[src/rtl/rv32m_muldiv_pkg.sv]
// Shared definitions for the RV32M multiply/divide unit: funct3 op codes,
// FSM state encoding and default widths.
package rv32m_muldiv_pkg;

    localparam int XLEN_DEF  = 32;
    localparam int CNT_W_DEF = 6;

    localparam logic [2:0] F3_MUL    = 3'b000;
    localparam logic [2:0] F3_MULH   = 3'b001;
    localparam logic [2:0] F3_MULHSU = 3'b010;
    localparam logic [2:0] F3_MULHU  = 3'b011;
    localparam logic [2:0] F3_DIV    = 3'b100;
    localparam logic [2:0] F3_DIVU   = 3'b101;
    localparam logic [2:0] F3_REM    = 3'b110;
    localparam logic [2:0] F3_REMU   = 3'b111;

    typedef enum logic [1:0] {
        S_IDLE = 2'd0,
        S_CALC = 2'd1,
        S_DONE = 2'd2
    } state_e;

    // Divide-class ops all have funct3[2] set; remainder ops also have funct3[1].
    function automatic logic f3_is_div(input logic [2:0] f3);
        return f3[2];
    endfunction

    function automatic logic f3_is_rem(input logic [2:0] f3);
        return f3[2] & f3[1];
    endfunction

endpackage

[src/rtl/rv32m_muldiv_sign_fix.sv]
// Two-lane conditional two's-complement negation. Used on the way in to turn
// signed operands into magnitudes, and on the way out to restore the sign of
// the product / quotient / remainder.
// Ports:
//   a_in/neg_a -> a_out : lane A (width WA), negated when neg_a is set
//   b_in/neg_b -> b_out : lane B (width WB), negated when neg_b is set
module rv32m_muldiv_sign_fix #(
    parameter int WA = 32,
    parameter int WB = 32
) (
    input  logic [WA-1:0] a_in,
    input  logic          neg_a,
    input  logic [WB-1:0] b_in,
    input  logic          neg_b,
    output logic [WA-1:0] a_out,
    output logic [WB-1:0] b_out
);

    assign a_out = neg_a ? (~a_in + WA'(1)) : a_in;
    assign b_out = neg_b ? (~b_in + WB'(1)) : b_in;

endmodule

[src/rtl/rv32m_muldiv.sv]
// Iterative RV32M multiply/divide unit (EX stage).
// One bit per clock: radix-2 shift-add multiply, restoring divide.
// Divide-by-zero and signed overflow complete straight from IDLE.
// Ports:
//   clk, rst_n      : clock, asynchronous active-low reset
//   start           : launch an op (only looked at in IDLE)
//   funct3          : M-extension op select
//   op_a, op_b      : rs1 / rs2 data
//   rd_in           : destination register index
//   flush           : synchronous abort back to IDLE
//   busy            : high whenever not IDLE
//   valid_out       : one-cycle result strobe
//   result, rd_out  : result and destination, held until next completion
module rv32m_muldiv
    import rv32m_muldiv_pkg::*;
#(
    parameter int XLEN  = XLEN_DEF,
    parameter int CNT_W = CNT_W_DEF
) (
    input  logic            clk,
    input  logic            rst_n,
    input  logic            start,
    input  logic [2:0]      funct3,
    input  logic [XLEN-1:0] op_a,
    input  logic [XLEN-1:0] op_b,
    input  logic [4:0]      rd_in,
    input  logic            flush,
    output logic            busy,
    output logic            valid_out,
    output logic [XLEN-1:0] result,
    output logic [4:0]      rd_out
);

    state_e              state_q, state_d;
    logic [CNT_W-1:0]    cnt_q, cnt_d;
    logic [2:0]          funct3_q, funct3_d;
    logic [4:0]          rd_q, rd_d;
    logic                sign_a_q, sign_a_d;
    logic                sign_b_q, sign_b_d;
    logic [XLEN-1:0]     b_mag_q, b_mag_d;
    // Multiply: high half accumulates, low half shifts the multiplier out.
    logic [2*XLEN-1:0]   prod_q, prod_d;
    // Divide: dividend shifts out of quo_q's MSB while quotient bits enter its LSB.
    logic [XLEN-1:0]     quo_q, quo_d;
    logic [XLEN-1:0]     rem_q, rem_d;
    logic [XLEN-1:0]     result_q, result_d;
    logic [4:0]          rd_out_q, rd_out_d;

    // ---------------- input conditioning ----------------
    logic            in_signed_a, in_signed_b;
    logic            in_neg_a, in_neg_b;
    logic [XLEN-1:0] a_mag, b_mag;

    assign in_signed_a = (funct3 != F3_MULHU) && (funct3 != F3_DIVU) && (funct3 != F3_REMU);
    assign in_signed_b = (funct3 == F3_MUL) || (funct3 == F3_MULH) ||
                         (funct3 == F3_DIV) || (funct3 == F3_REM);
    assign in_neg_a    = in_signed_a & op_a[XLEN-1];
    assign in_neg_b    = in_signed_b & op_b[XLEN-1];

    rv32m_muldiv_sign_fix #(.WA(XLEN), .WB(XLEN)) u_in_fix (
        .a_in  (op_a),
        .neg_a (in_neg_a),
        .b_in  (op_b),
        .neg_b (in_neg_b),
        .a_out (a_mag),
        .b_out (b_mag)
    );

    logic div_by_zero, signed_ovf;
    assign div_by_zero = f3_is_div(funct3) && (op_b == '0);
    assign signed_ovf  = f3_is_div(funct3) && !funct3[0] &&
                         (op_a == {1'b1, {(XLEN-1){1'b0}}}) && (op_b == '1);

    // ---------------- one iteration ----------------
    logic [XLEN:0]     mul_sum;
    logic [2*XLEN-1:0] mul_next;
    logic [XLEN:0]     div_shift, div_diff;
    logic              div_ge;
    logic [XLEN-1:0]   rem_next, quo_next;

    assign mul_sum   = {1'b0, prod_q[2*XLEN-1:XLEN]} + (prod_q[0] ? {1'b0, b_mag_q} : '0);
    assign mul_next  = {mul_sum, prod_q[XLEN-1:1]};
    assign div_shift = {rem_q, quo_q[XLEN-1]};
    assign div_diff  = div_shift - {1'b0, b_mag_q};
    assign div_ge    = ~div_diff[XLEN];
    assign rem_next  = div_ge ? div_diff[XLEN-1:0] : div_shift[XLEN-1:0];
    assign quo_next  = {quo_q[XLEN-2:0], div_ge};

    // ---------------- output conditioning ----------------
    logic [2*XLEN-1:0] prod_fixed;
    logic [XLEN-1:0]   div_fixed;
    logic              is_rem_q;

    assign is_rem_q = f3_is_rem(funct3_q);

    rv32m_muldiv_sign_fix #(.WA(2*XLEN), .WB(XLEN)) u_out_fix (
        .a_in  (mul_next),
        .neg_a (sign_a_q ^ sign_b_q),
        .b_in  (is_rem_q ? rem_next : quo_next),
        .neg_b (is_rem_q ? sign_a_q : (sign_a_q ^ sign_b_q)),
        .a_out (prod_fixed),
        .b_out (div_fixed)
    );

    logic [XLEN-1:0] final_result;
    always_comb begin
        final_result = div_fixed;
        case (funct3_q)
            F3_MUL:                       final_result = prod_fixed[XLEN-1:0];
            F3_MULH, F3_MULHSU, F3_MULHU: final_result = prod_fixed[2*XLEN-1:XLEN];
            default:                      final_result = div_fixed;
        endcase
    end

    // ---------------- FSM / datapath next state ----------------
    always_comb begin
        state_d  = state_q;
        cnt_d    = cnt_q;
        funct3_d = funct3_q;
        rd_d     = rd_q;
        sign_a_d = sign_a_q;
        sign_b_d = sign_b_q;
        b_mag_d  = b_mag_q;
        prod_d   = prod_q;
        quo_d    = quo_q;
        rem_d    = rem_q;
        result_d = result_q;
        rd_out_d = rd_out_q;

        if (flush) begin
            // Abort wins over everything, including a start in the same cycle.
            state_d = S_IDLE;
        end else begin
            case (state_q)
                S_IDLE: begin
                    if (start) begin
                        funct3_d = funct3;
                        rd_d     = rd_in;
                        sign_a_d = in_neg_a;
                        sign_b_d = in_neg_b;
                        b_mag_d  = b_mag;
                        prod_d   = {{XLEN{1'b0}}, a_mag};
                        quo_d    = a_mag;
                        rem_d    = '0;
                        cnt_d    = '0;
                        if (div_by_zero) begin
                            result_d = f3_is_rem(funct3) ? op_a : '1;
                            rd_out_d = rd_in;
                            state_d  = S_DONE;
                        end else if (signed_ovf) begin
                            result_d = f3_is_rem(funct3) ? '0 : op_a;
                            rd_out_d = rd_in;
                            state_d  = S_DONE;
                        end else begin
                            state_d = S_CALC;
                        end
                    end
                end
                S_CALC: begin
                    if (f3_is_div(funct3_q)) begin
                        quo_d = quo_next;
                        rem_d = rem_next;
                    end else begin
                        prod_d = mul_next;
                    end
                    cnt_d = cnt_q + CNT_W'(1);
                    if (cnt_q == CNT_W'(XLEN-1)) begin
                        result_d = final_result;
                        rd_out_d = rd_q;
                        state_d  = S_DONE;
                    end
                end
                S_DONE:  state_d = S_IDLE;
                default: state_d = S_IDLE;
            endcase
        end
    end

    always_ff @(posedge clk or negedge rst_n) begin
        if (!rst_n) begin
            state_q  <= S_IDLE;
            cnt_q    <= '0;
            funct3_q <= '0;
            rd_q     <= '0;
            sign_a_q <= 1'b0;
            sign_b_q <= 1'b0;
            b_mag_q  <= '0;
            prod_q   <= '0;
            quo_q    <= '0;
            rem_q    <= '0;
            result_q <= '0;
            rd_out_q <= '0;
        end else begin
            state_q  <= state_d;
            cnt_q    <= cnt_d;
            funct3_q <= funct3_d;
            rd_q     <= rd_d;
            sign_a_q <= sign_a_d;
            sign_b_q <= sign_b_d;
            b_mag_q  <= b_mag_d;
            prod_q   <= prod_d;
            quo_q    <= quo_d;
            rem_q    <= rem_d;
            result_q <= result_d;
            rd_out_q <= rd_out_d;
        end
    end

    assign busy      = (state_q != S_IDLE);
    assign valid_out = (state_q == S_DONE);
    assign result    = result_q;
    assign rd_out    = rd_out_q;

endmodule
[config.mk]
export PLATFORM = sky130hd
export DESIGN_NAME = rv32m_muldiv
export DESIGN_NICKNAME = d
export VERILOG_FILES = /design/src/rtl/rv32m_muldiv_pkg.sv /design/src/rtl/rv32m_muldiv_sign_fix.sv /design/src/rtl/rv32m_muldiv.sv
export SDC_FILE = /design/constraint.sdc
export NUM_CORES = 1
export LEC_CHECK = 0
export CORE_ASPECT_RATIO = 0.8
export CORE_MARGIN = 1
export CORE_UTILIZATION = 25
export CTS_BUF_LIST = sky130_fd_sc_hd__clkbuf_8
export CTS_CLUSTER_SIZE = 30
export DETAILED_ROUTE_END_ITERATION = 12
export PLACE_DENSITY_LB_ADDON = 0.1
export REMOVE_ABC_BUFFERS = 1
export SYNTH_ARGS = -nofsm -noshare
export SYNTH_HDL_FRONTEND = slang
export SYNTH_SLANG_ARGS = --single-unit
[constraint.sdc]
create_clock -name clk -period 6.3 [get_ports clk]
set_input_delay 0.63 -clock clk [delete_from_list [all_inputs] [get_ports clk]]
set_output_delay 0.63 -clock clk [all_outputs]
set_load 0.05 [all_outputs]
# Yosys cells after proc, flatten, opt, wreduce, memory -nomap -nowiden
# Index checks and enable logic that the tools add are counted.
op_classes:
  n_addsub: 7
  n_eq_ne: 21
  mux: 38
  bitwise_logic: 11
  reduce_logical: 23
ops:
  columns: ["op", "n"]
  rows:
  - ["32-bit two-way mux", 16]
  - ["32-bit case mux with 2 select lines", 4]
  - ["64-bit two-way mux", 3]
  - ["64-bit case mux with 2 select lines", 1]
  - ["32-bit by 1-bit adder with 32-bit output, second input constant", 3]
  - ["32-bit inverter", 3]
  - ["64-bit by 1-bit adder with 64-bit output, second input constant", 1]
  - ["32-bit equality test, second input constant", 2]
  - ["64-bit inverter", 1]
  - ["32-bit by 32-bit adder with 33-bit output", 1]
  - ["33-bit by 32-bit subtractor with 33-bit output", 1]
  - ["32-bit zero test", 1]
  - ["5-bit two-way mux", 4]
  - ["3-bit inequality test, second input constant", 5]
  - ["6-bit case mux with 2 select lines", 1]
  - ["2-bit two-way mux", 5]
  - ["5-bit case mux with 2 select lines", 1]
  - ["2-bit inequality test, second input constant", 4]
  - ["4-bit AND reduction", 2]
  - ["6-bit by 1-bit adder with 6-bit output, second input constant", 1]
  - ["3-bit by 1-bit equality test with 1-bit output, second input constant", 2]
  - ["3-bit by 2-bit equality test with 1-bit output, second input constant", 2]
  - ["3-bit equality test, second input constant", 2]
  - ["6-bit by 5-bit equality test with 1-bit output, second input constant", 1]
  - ["other kinds (19)", 33]
word_totals:
  regBits: 215
  input_bits: 76
  word_cells: 112

# Depth between registers and ports, before layout
# Gate-level depths: netlist of the first run.
depth:
  ltp_word: 9
  depth_mapped: 25

# By module
# Synthesis of the first run repeated with hierarchy kept, for this count alone.
hier_totals:
  hier_cells: 2082
  hier_area_um2: 17618.1
by_module_without_submodules:
  columns: ["module", "n_inst", "cells_each", "area_per_inst_um2", "seq_area_each_um2"]
  rows:
  - ["rv32m_muldiv", 1, 1594, 14019.7, 5380.2]
  - ["rv32m_muldiv_sign_fix at u_out_fix", 1, 299, 2145.8, 0.0]
  - ["rv32m_muldiv_sign_fix at u_in_fix", 1, 189, 1452.6, 0.0]

# Worst setup path after synthesis of the first run
# OpenSTA, ideal clock, no wires.
synth_timing:
  kind: "reg2reg"
  from: "reg quo_q[31]"
  to: "reg result_q[30], in the netlist result[30]"
  setup_time_ps: 128
  arrival_time_ps: 4831
  path_slack_ps: 1341
  stages_incl_launch_ff: 24
  n_path_buf: 2
  period_less_slack_ps: 4959
  cell_sequence: "dfrtp_1 -> inv_1 -> ha_1 -> fa_1 -> nand2b_1 -> a21oi_2 -> o211ai_1 -> a211o_1 -> o211ai_4 -> buf_2 -> buf_1 -> o21ai_0 -> mux2i_1 -> ha_1 -> nand3_1 -> a21oi_1 -> o2111ai_1 -> o211ai_1 -> o21ai_1 -> or2_1 -> nor4_4 -> nor3b_1 -> nor4_1 -> a21oi_1"
synth_between:
  elab_chain_len: 9
synth_lines:
  columns: ["item", "line", "source"]
  rows:
  - ["start, declared", "rv32m_muldiv.sv:44", "logic [XLEN-1:0] quo_q, quo_d;"]
  - ["start signal, assigned", "rv32m_muldiv.sv:202", "quo_q <= quo_d;"]
  - ["33-bit by 32-bit subtractor with 33-bit output", "rv32m_muldiv.sv:84", "assign div_diff = div_shift - {1'b0, b_mag_q};"]
  - ["32-bit two-way mux or 1-bit inverter (tied branches)", "rv32m_muldiv.sv:86, rv32m_muldiv.sv:85", null]
  - ["32-bit two-way mux (*)", "rv32m_muldiv.sv:99", ".b_in (is_rem_q ? rem_next : quo_next),"]
  - ["32-bit inverter", "rv32m_muldiv_sign_fix.sv:20", "assign b_out = neg_b ? (~b_in + WB'(1)) : b_in;"]
  - ["32-bit by 1-bit adder with 32-bit output", "rv32m_muldiv_sign_fix.sv:20", null]
  - ["32-bit two-way mux (*)", "rv32m_muldiv_sign_fix.sv:20", null]
  - ["32-bit case mux with 2 select lines (*)", "rv32m_muldiv.sv:108", "case (funct3_q)"]
  - ["32-bit two-way mux (*)", "rv32m_muldiv.sv:167", "if (cnt_q == CNT_W'(XLEN-1)) begin"]
  - ["32-bit case mux with 2 select lines (*)", "rv32m_muldiv.sv:134", "case (state_q)"]
  - ["end signal, assigned", "rv32m_muldiv.sv:204", "result_q <= result_d;"]
  - ["end, declared", "rv32m_muldiv.sv:46", "logic [XLEN-1:0] result_q, result_d;"]
# Mark *: on every way between the ends. The rest lies on a longest branch, timed or not. The select of a mux whose other input is x is not followed.
# A chain may end at the register's enable or synchronous reset.

# Worst setup path in the final report of the first run
# Same ends and word-level chain as after synthesis.

==> flow_summary.ini, run 1 <==
[setup_path]
critPathKind = reg -> reg
path_cells = inv_1, ha_1, fa_1, nand2b_1, a21oi_2, o211ai_1, a211oi_2, o211ai_4, nand2_1, o21ai_0, mux2i_1, ha_1, nand3_1, a21oi_1, o2111ai_1, o211ai_1, o21ai_1, or2_1, nor4_4, nor3b_1, nor4_1, a21oi_1
cp_data_arrival_time_ns = 6.28
required_ns = 6.83
critPathMaxStageDelay_ns = 0.45
startpoint_type = flip-flop
critPathSlowestCell = a211oi_2
path_max_fanout = 20
critPathCaptureType = flip-flop

[drt]
first_pass_iters = 5
routed_via_density = 5.46
wl_mm = 83.8
wl_per_cell_um = 24.8
initialDrtViolationCount = 1693
ant_nets = 0
drcViolationCount = 0
routed-via-count = 18462

[synthesis]
synth-async-reset-ratio_pct = 100
synth_top_area_cell = dfrtp_1
synth_flop_cell = dfrtp_1
synth.area.top_cells = dfrtp_1 (29%), o21ai_0 (7.3%), nand2_1 (5.8%), a21oi_1 (5.1%), ha_1 (4.8%)
synthCells = 2328
synth_edf_count = 0
avgSynthCellArea_sq_um = 7.88
yosysWarnings = 0
ys_seq_elements = 215
synth_top_area_share_pct = 29.3
yosysSeqAreaShare_pct = 29.3
syn_area_sq_um = 18300
netlist-cell-type-count = 103

[timing]
hold_viol_final = 0
setup_viol = 0
rsz0062_at_grt = no
min_period_ns = 5.76
setup_slack_ns = 0.541
fin_worst_skew_ns = 0.0572
clock.fmax_ghz = 0.174
setup_tns_ns = 0
worstMarginPinSlew_ns = 1.06
finalCritPeriodShare_pct = 91.4
finalMaxSlewViolations = 0
relSlewSlack_pct = 27.3

[floorplan]
die_x_um = 305
die_area_sq_um = 74400
ios = 115
initial_core_util_pct = 25.3
rows = 88
coreArea_sq_um = 72300
die_h_um = 244

[global_route]
grt_usage_pct = 22.1
grt_max_degree = 113
antenna_found_initial = 3
grt_pass1_wl_mm = 123
grt_pass1_vias = 17831
grt_overflow_total = 0

[power]
p_per_area_nw_per_um2 = 540
p_total_w = 0.0116
leakagePower_nw = 8.80
ir_drop_mv = 0.284

[cts]
clock-root-buffer = clkbuf_8
clkLatencyLatePin_ns = 0.66
post_cts_buffers = 0
cts_buffers = 45
clockBufferDepth = 3
holdBufCountCts = 0
cts_tree = built
h-tree-depth = 2
cts-resized-gates = 0
path_clk_slew_ns = 0.07
clock-sinks = 215

[cells_and_area]
syn_to_final_growth_pct = 17.7
layout-drive-gt1-share_pct = 8.70
nets = 2550
final_cell_mix = nand2_1 (281), o21ai_0 (268), dfrtp_1 (215)
final_common_cell = nand2_1
fin_cells = 3382

[place]
place_inst = 3300
io_buffers = 114
gp_congestion = 0.910
pre_cts_slack_ns = 0.584
hpwl_mm = 64.5

[hold_path]
hp-class = in -> async

[outcome]
status = complete, no violations

[job]
drv_cap = 0
[where the power goes]
group	internal (W)	total, W	switching (W)
logic	0.00244	0.00731	0.00487
clock network	0.000975	0.00174	0.000768
registers	0.00191	0.00260	0.000681
total	0.00533	0.0116	0.00632
[final cells by class]
class                   count  area [sq um]
clock buffers              60           826
well taps                 945          1180
flip-flops and latches    215          5380
diodes                      1          2.50
fillers                  7728         50800
inverters                  65           244
repair buffers            167          1560
multi-input cells        1908         12200
clock inverters            21           179
[cells by family after synthesis]
logic type,synth area share (%)
and+or+nand+nor,22.0
muxes,3.00
adders and majority gates,4.99
buffers and inverters,4.43
xor gates and xnor gates,8.34
AOI/OAI and AO/OA,27.9
DFF,29.3
[per-layer routing]
layer,part of all wire [%],track usage [%],up-vias
met2,43,33.3,573
met1,50,33.2,9093
met4,2.0,5.11,2
met3,5.2,2.70,95
li1,-,-,8699
met5,0.011,0,-
[sequential cells by signal, indices dropped and copies added (netlist names)]
signal,flops
prod_q,64
cnt_q,6
rd_q,5
funct3_q,3
sign_b_q,1
rd_out,5
quo_q,32
result,32
sign_a_q,1
rem_q,32
b_mag_q,32
state_q,2
[synthesized netlist by cell type (8+ instances only)]
library cell / number
a221oi_1: 10
and4_1: 10
dfrtp_1: 215
mux2i_1: 38
and3_1: 13
nor4_1: 21
or4_1: 10
buf_1: 16
xor2_1: 84
o21a_1: 16
xnor2_1: 87
nand3_1: 45
clkbuf_1: 107
ha_1: 70
nand2b_1: 13
o31ai_1: 37
a2111oi_0: 8
a21oi_1: 186
inv_1: 64
a211oi_1: 17
o21ai_0: 268
nor3b_1: 8
o211ai_1: 22
o221ai_1: 9
nor3_1: 54
buf_2: 13
or3_1: 21
mux2_2: 15
and2_1: 48
a222oi_1: 9
a31oi_1: 35
a22o_1: 31
a21o_1: 25
nor2b_1: 12
o22ai_1: 15
a21boi_0: 9
or2_2: 13
o41ai_1: 16
nand4_1: 28
nor2_1: 190
nand2_1: 282
[metrics by stage]
| stage | cell area [sq um] | util, % | hold slack, ns |
|---|---|---|---|
| 2_1_floorplan | 17800 | - | 0.334 |
| 3_3_place_gp | 20600 | 28.4 | 0.473 |
| 3_5_place_dp | 20600 | 28.4 | 0.476 |
| 4_1_cts | 21600 | 29.8 | 0.0552 |
| 5_1_grt | 21600 | 29.8 | 0.107 |
| 6_report | 21600 | 29.8 | 0.0594 |
[worst paths after layout]
check	start	to	slack [ns]	cells after the start
max in group asynchronous	rst_n	rem_q[22]	4.92	2
hold reg to reg	result[21]	result[21]	0.49	2
min in group clk	result[21]	result[21]	0.49	2
setup reg to reg	quo_q[31]	result[30]	0.54	22
hold / removal	rst_n	rd_out[1]	0.06	1
setup / recovery	quo_q[31]	result[30]	0.54	22
[critical path: cells and delay by family, from the launching register on]
kind            cells  cell delay (ns)
compound gates     10             2.46
mux                 1             0.21
flops               1             0.41
fa+ha+maj           3             0.88
buf+inv             1             0.08
simple gates        7             1.57
Power figures use the tool's default switching activity.
==> inputs of run 2 (changes only) <==
- CTS_BUF_LIST: sky130_fd_sc_hd__clkbuf_8 -> not set
==> flow_summary.ini, run 2 (synthesis results as in run 1) <==
[cts]
cts-resized-gates = 0
cts_buffers = 28
clockBufferDepth = 3
clock-sinks = 215
h-tree-depth = 1
cts_tree = built
path_clk_slew_ns = 0.07
post_cts_buffers = 0
holdBufCountCts = 0
clock-root-buffer = clkbuf_16
clkLatencyLatePin_ns = 0.63

[timing]
setup_viol = 0
setup_tns_ns = 0
finalCritPeriodShare_pct = 90.6
setup_slack_ns = 0.592
hold_ws_ns = 0.0864
finalMaxSlewViolations = 0
worstMarginPinSlew_ns = 1.12
fin_worst_skew_ns = 0.0567
clock.fmax_ghz = 0.175
rsz0062_at_grt = no
min_period_ns = 5.71
hold_viol_final = 0
relSlewSlack_pct = 23.7

[job]
drv_cap = 0

[cells_and_area]
final_core_util_pct = 29.8
layout-drive-gt1-share_pct = 7.77
final_cell_mix = nand2_1 (281), o21ai_0 (268), dfrtp_1 (215)
top_register = prod_q
final_common_cell = nand2_1
largest_reg_flops = 64
nets = 2533
syn_to_final_growth_pct = 17.6

[setup_path]
cp_data_arrival_time_ns = 6.21
cp_top_family = compound AO/OA/AOI/OAI gates
critPathSlowestCell = a211oi_2
startpoint_type = flip-flop
critPathKind = reg -> reg
required_ns = 6.81
cp.buffers_inverters = 1
critPathCaptureType = flip-flop
cp.depth = 22
r2r_cells = 22
critPathMaxStageDelay_ns = 0.45
path_max_fanout = 20
path_cells = inv_1, ha_1, fa_1, nand2b_1, a21oi_2, o211ai_1, a211oi_2, o211ai_4, nand2_1, o21ai_0, mux2i_1, ha_1, nand3_1, a21oi_1, o2111ai_1, o211ai_1, o21ai_1, or2_1, nor4_4, nor3b_1, nor4_1, a21oi_1

[floorplan]
die_area_sq_um = 74400
die_h_um = 244
rows = 88
coreArea_sq_um = 72300
die_x_um = 305
initial_core_util_pct = 25.3
ios = 115

[outcome]
status = complete, no violations

[drt]
routed_via_density = 5.51
wl_mm = 83.4
initialDrtViolationCount = 1554
ant_nets = 0
drcViolationCount = 0
met2_wirelength_mm = 35.8
routed-via-count = 18460
first_pass_iters = 6
dr_wl_met3_mm = 4.07
wl_per_cell_um = 24.9
wl_met1_mm = 41.9
top_layer = met4

[global_route]
grt_pass1_vias = 17625
antenna_found_initial = 3
grt_overflow_total = 0
grt_usage_pct = 22.0
grt_pass1_wl_mm = 123
grt_max_degree = 113

[place]
gp_congestion = 0.910
io_buffers = 114
hpwl_mm = 64.5
pre_cts_slack_ns = 0.584

[power]
leakagePower_nw = 8.73
p_total_w = 0.0117
p_per_area_nw_per_um2 = 542
ir_drop_mv = 0.282

[hold_path]
hp-class = in -> async
-- run 2: path summary, 6_finish.rpt --
kind	from	end	slack, ns
min in group clk	result[21]	result[21]	0.49
max in group asynchronous	rst_n	b_mag_q[25]	4.91
hold / removal	rst_n	rd_out[1]	0.09
hold reg to reg	result[21]	result[21]	0.49
setup reg to reg	quo_q[31]	result[30]	0.59
setup / recovery	quo_q[31]	result[30]	0.59
-- run 2: worst register-to-register path, stage by stage (launching register included) --
cell and delay [ns]:
dfrtp_1 0.40, inv_1 0.08, ha_1 0.21, fa_1 0.42, nand2b_1 0.19, a21oi_2 0.37, o211ai_1 0.28, a211oi_2 0.45
o211ai_4 0.27, nand2_1 0.13, o21ai_0 0.11, mux2i_1 0.21, ha_1 0.25, nand3_1 0.10, a21oi_1 0.18, o2111ai_1 0.17
o211ai_1 0.25, o21ai_1 0.26, or2_1 0.30, nor4_4 0.43, nor3b_1 0.12, nor4_1 0.30, a21oi_1 0.11
-- run 2: cell type report --
| cell class | instances | area [sq um] |
|---|---|---|
| Timing Repair Buffer | 167 | 1560 |
| Sequential cell | 215 | 5380 |
| Tap cell | 945 | 1180 |
| Multi-Input combinational cell | 1908 | 12200 |
| Clock inverter | 8 | 143 |
| Inverter | 65 | 244 |
| Clock buffer | 43 | 847 |
| Fill cell | 7702 | 50800 |
| Antenna cell | 1 | 2.50 |
-- run 2: stage by stage --
| step | instance area [sq um] | std cells |
|---|---|---|
| 6_report | 21600 | 3352 |
| 5_1_grt | 21600 | 3351 |
| 4_1_cts | 21600 | 3351 |
| 3_5_place_dp | 20600 | 3300 |
| 3_3_place_gp | 20600 | 3300 |
| 2_1_floorplan | 17800 | 2188 |
-- run 2: power breakdown --
group	total (W)	internal, W	switching (W)
Sequential	0.00260	0.00191	0.000685
Clock	0.00178	0.00105	0.000738
Combinational	0.00730	0.00244	0.00487
-- run 2: metal layers --
metal  vias up  global-route usage (%)
met2       547                    33.5
met3        77                    2.32
met5         -                       0
met1      9177                    33.2
met4         0                    4.06
li1       8659                       -
==> inputs of run 3 (changes only) <==
--- a/constraint.sdc
+++ b/constraint.sdc
@@ -3,2 +3,2 @@
 set_output_delay 0.63 -clock clk [all_outputs]
-set_load 0.05 [all_outputs]
+set_load 0.02 [all_outputs]
==> results of run 3 <==
The final DEF is identical to that of run 2. Status: complete, no violations.
Among the figures that moved: total power 0.0117 W -> 0.0114 W; worst IR drop on VDD 0.282 mV -> 0.273 mV
==> patch: new RTL, flow settings as in run 1 <==
Reset style: synchronous (`rst_n`), changed in one clocked block. Comments in the files are not updated.
--- a/src/rtl/rv32m_muldiv.sv
+++ b/src/rtl/rv32m_muldiv.sv
@@ -176,7 +176,7 @@
         end
     end
 
-    always_ff @(posedge clk or negedge rst_n) begin
+    always_ff @(posedge clk) begin
         if (!rst_n) begin
             state_q  <= S_IDLE;
             cnt_q    <= '0;
Function: differs if rst_n is asserted again (counterexample within 4 cycles, from zero or initial values and one cycle with rst_n low); with rst_n held inactive, the same outputs for 4 cycles.
==> patch against run 1 <==
  * Die area fell by 1.5%
  * Sequential cell count is the same
  * Design area is 2.6% lower
  * Setup slack better by 0.21 ns
  * Routed wire length rose by 1.7%
  * Synthesized area down 1.5%
Power is not compared: it rests on default switching activity, and its combinational part moved more than twofold at a synthesized area within 25%.
==> patch: results (changes against run 1) <==
| Metric | Value |
|---|---|
| Status | `completed` |
| Vias in the first global route | `17680 (-0.82%)` |
| Top reg by flops | `prod_q` |
| Share of layout cells above drive strength 1 | `7.394% (-1.3 points)` |
| Crit path largest cell delay | `0.92 ns (+0.47 ns)` |
| Initial antenna violation count | `4 (+1)` |
| DR iter-0 viols | `2011 (+19%)` |
| Post-DP HPWL | `65780 um (+1.9%)` |
| Fin nets | `2617 (+2.6%)` |
| Crit-path max FO | `15 (-25%)` |
| GPL Wtd Cong | `0.8840 (-2.9%)` |
| Async SR Flop Fraction | `0% (-100 points)` |
| Top post-synthesis cells by area | `dfxtp_1 24%, nand2_1 5.8%, a21oi_1 5.5%` |
| CP arrival | `6.07 ns (-0.21 ns)` |
| Clk_lat worst skew | `0.64 ns (-0.02 ns)` |
| Overall Global Routing Usage | `22.80% (+0.65 points)` |
| First-pass GRT wire length | `124900 um (+1.3%)` |
| P_leak | `8.102 nW` |
| Commonest cells in the netlist | `280 x nand2_1, 215 x dfxtp_1, 199 x a21oi_1, 152 x o21ai_0, 134 x nor2_1` |
| Synth unique cells | `99 (-3.9%)` |
| CTS buffer count | `45 (unchanged)` |
| Largest net degree at the start of global routing | `84 (-26%)` |
| CTS root buffer | `clkbuf_8` |
| FILL cells | `7710 (-0.23%)` |
| First-pass detailed-route iteration total | `6 (+1)` |
| Skew final | `0.04448 ns (-0.01273 ns)` |
| Min-Delay Path Class | `primary input to flip-flop` |
| DR vias | `19210 (+4.0%)` |
| Peak VDD IR | `0.1278 mV` |
| H-tree depth | `2 (unchanged)` |
| Sequential share of the synthesized area | `23.84% (-5.5 points)` |
| Critical path's slowest cell | `dfxtp_1` |
| WL/cell | `24.80 um (about the same)` |
| Synth warn | `0 (unchanged)` |
| Pin slew with the least headroom to its limit | `1.064 ns (+0.001298 ns)` |
## patch: cell families after synthesis
logic type / Yosys count / share of synthesized area, %
muxes: 30 / 1.802
and+or+nand+nor: 854 / 24.03
adders and majority gates: 72 / 5.072
AOI/OAI and AO/OA: 829 / 30.65
xor gates and xnor gates: 193 / 9.362
buffers and inverters: 236 / 5.246
DFF: 215 / 23.84
## patch: path summary, 6_finish.rpt
check	slack (ns)	to	from	depth (start not counted)
worst min register to register	0.47	rd_q[2]	rd_q[2]	2
worst min-delay path	0.45	prod_q[43]	rst_n	2
worst max register to register	0.75	result[31]	prod_q[0]	15
worst max-delay path	0.75	result[31]	prod_q[0]	15
## patch: layout make-up
class / count / area [um^2] / area share [%]
multi-input combinational: 1978 / 12890 / 61.34
sequential: 215 / 4304 / 20.48
timing repair buffer: 160 / 1488 / 7.078
tap: 934 / 1169 / 5.560
clock buffer: 59 / 812.0 / 3.863
inverter: 69 / 259.0 / 1.232
clock inverter: 21 / 90.09 / 0.4286
antenna: 2 / 5.005 / 0.02381
## patch: metrics by stage
| step | area, um^2 | setup slack, ns | hold WS (ns) | instances |
|---|---|---|---|---|
| final | 21020 | 0.7492 | 0.4479 | 3438 |
| after detailed placement | 20110 | 0.8227 | 0.4662 | 3356 |
| after CTS | 21010 | 0.8160 | 0.4289 | 3436 |
| after global placement | 20110 | 0.8873 | 0.4536 | 3356 |
| after global routing | 21020 | 0.4093 | 0.4649 | 3437 |
| after floorplan | 17370 | -0.5316 | 0.4437 | 2262 |
## patch: metal layers
metal	part of all wire (%)	vias up	global-route usage (%)
li1	-	8973	-
met1	51	9408	35.75
met2	41	750	32.23
met3	6.9	75	3.309
met4	1.5	0	4.286
met5	0	-	0
## patch: worst max-delay path: cells and delay by family, from the launching register on
family | cells | cell delay (ns)
simple gates | 4 | 1.49
buf+inv | 1 | 0.19
fa+ha+maj | 1 | 0.37
xor+xnor | 2 | 0.36
flops | 1 | 0.92
compound gates | 7 | 2.08
## patch: power groups by stage
stage          Combinational [W]  Sequential, W  Clock [W]
6_report                 0.00107        0.00149    0.00157
5_1_grt                  0.00115        0.00150    0.00168
4_1_cts                  0.00106        0.00149    0.00162
3_5_place_dp             0.00105        0.00152          0
3_3_place_gp             0.00106        0.00152          0
2_1_floorplan           0.000610        0.00150          0
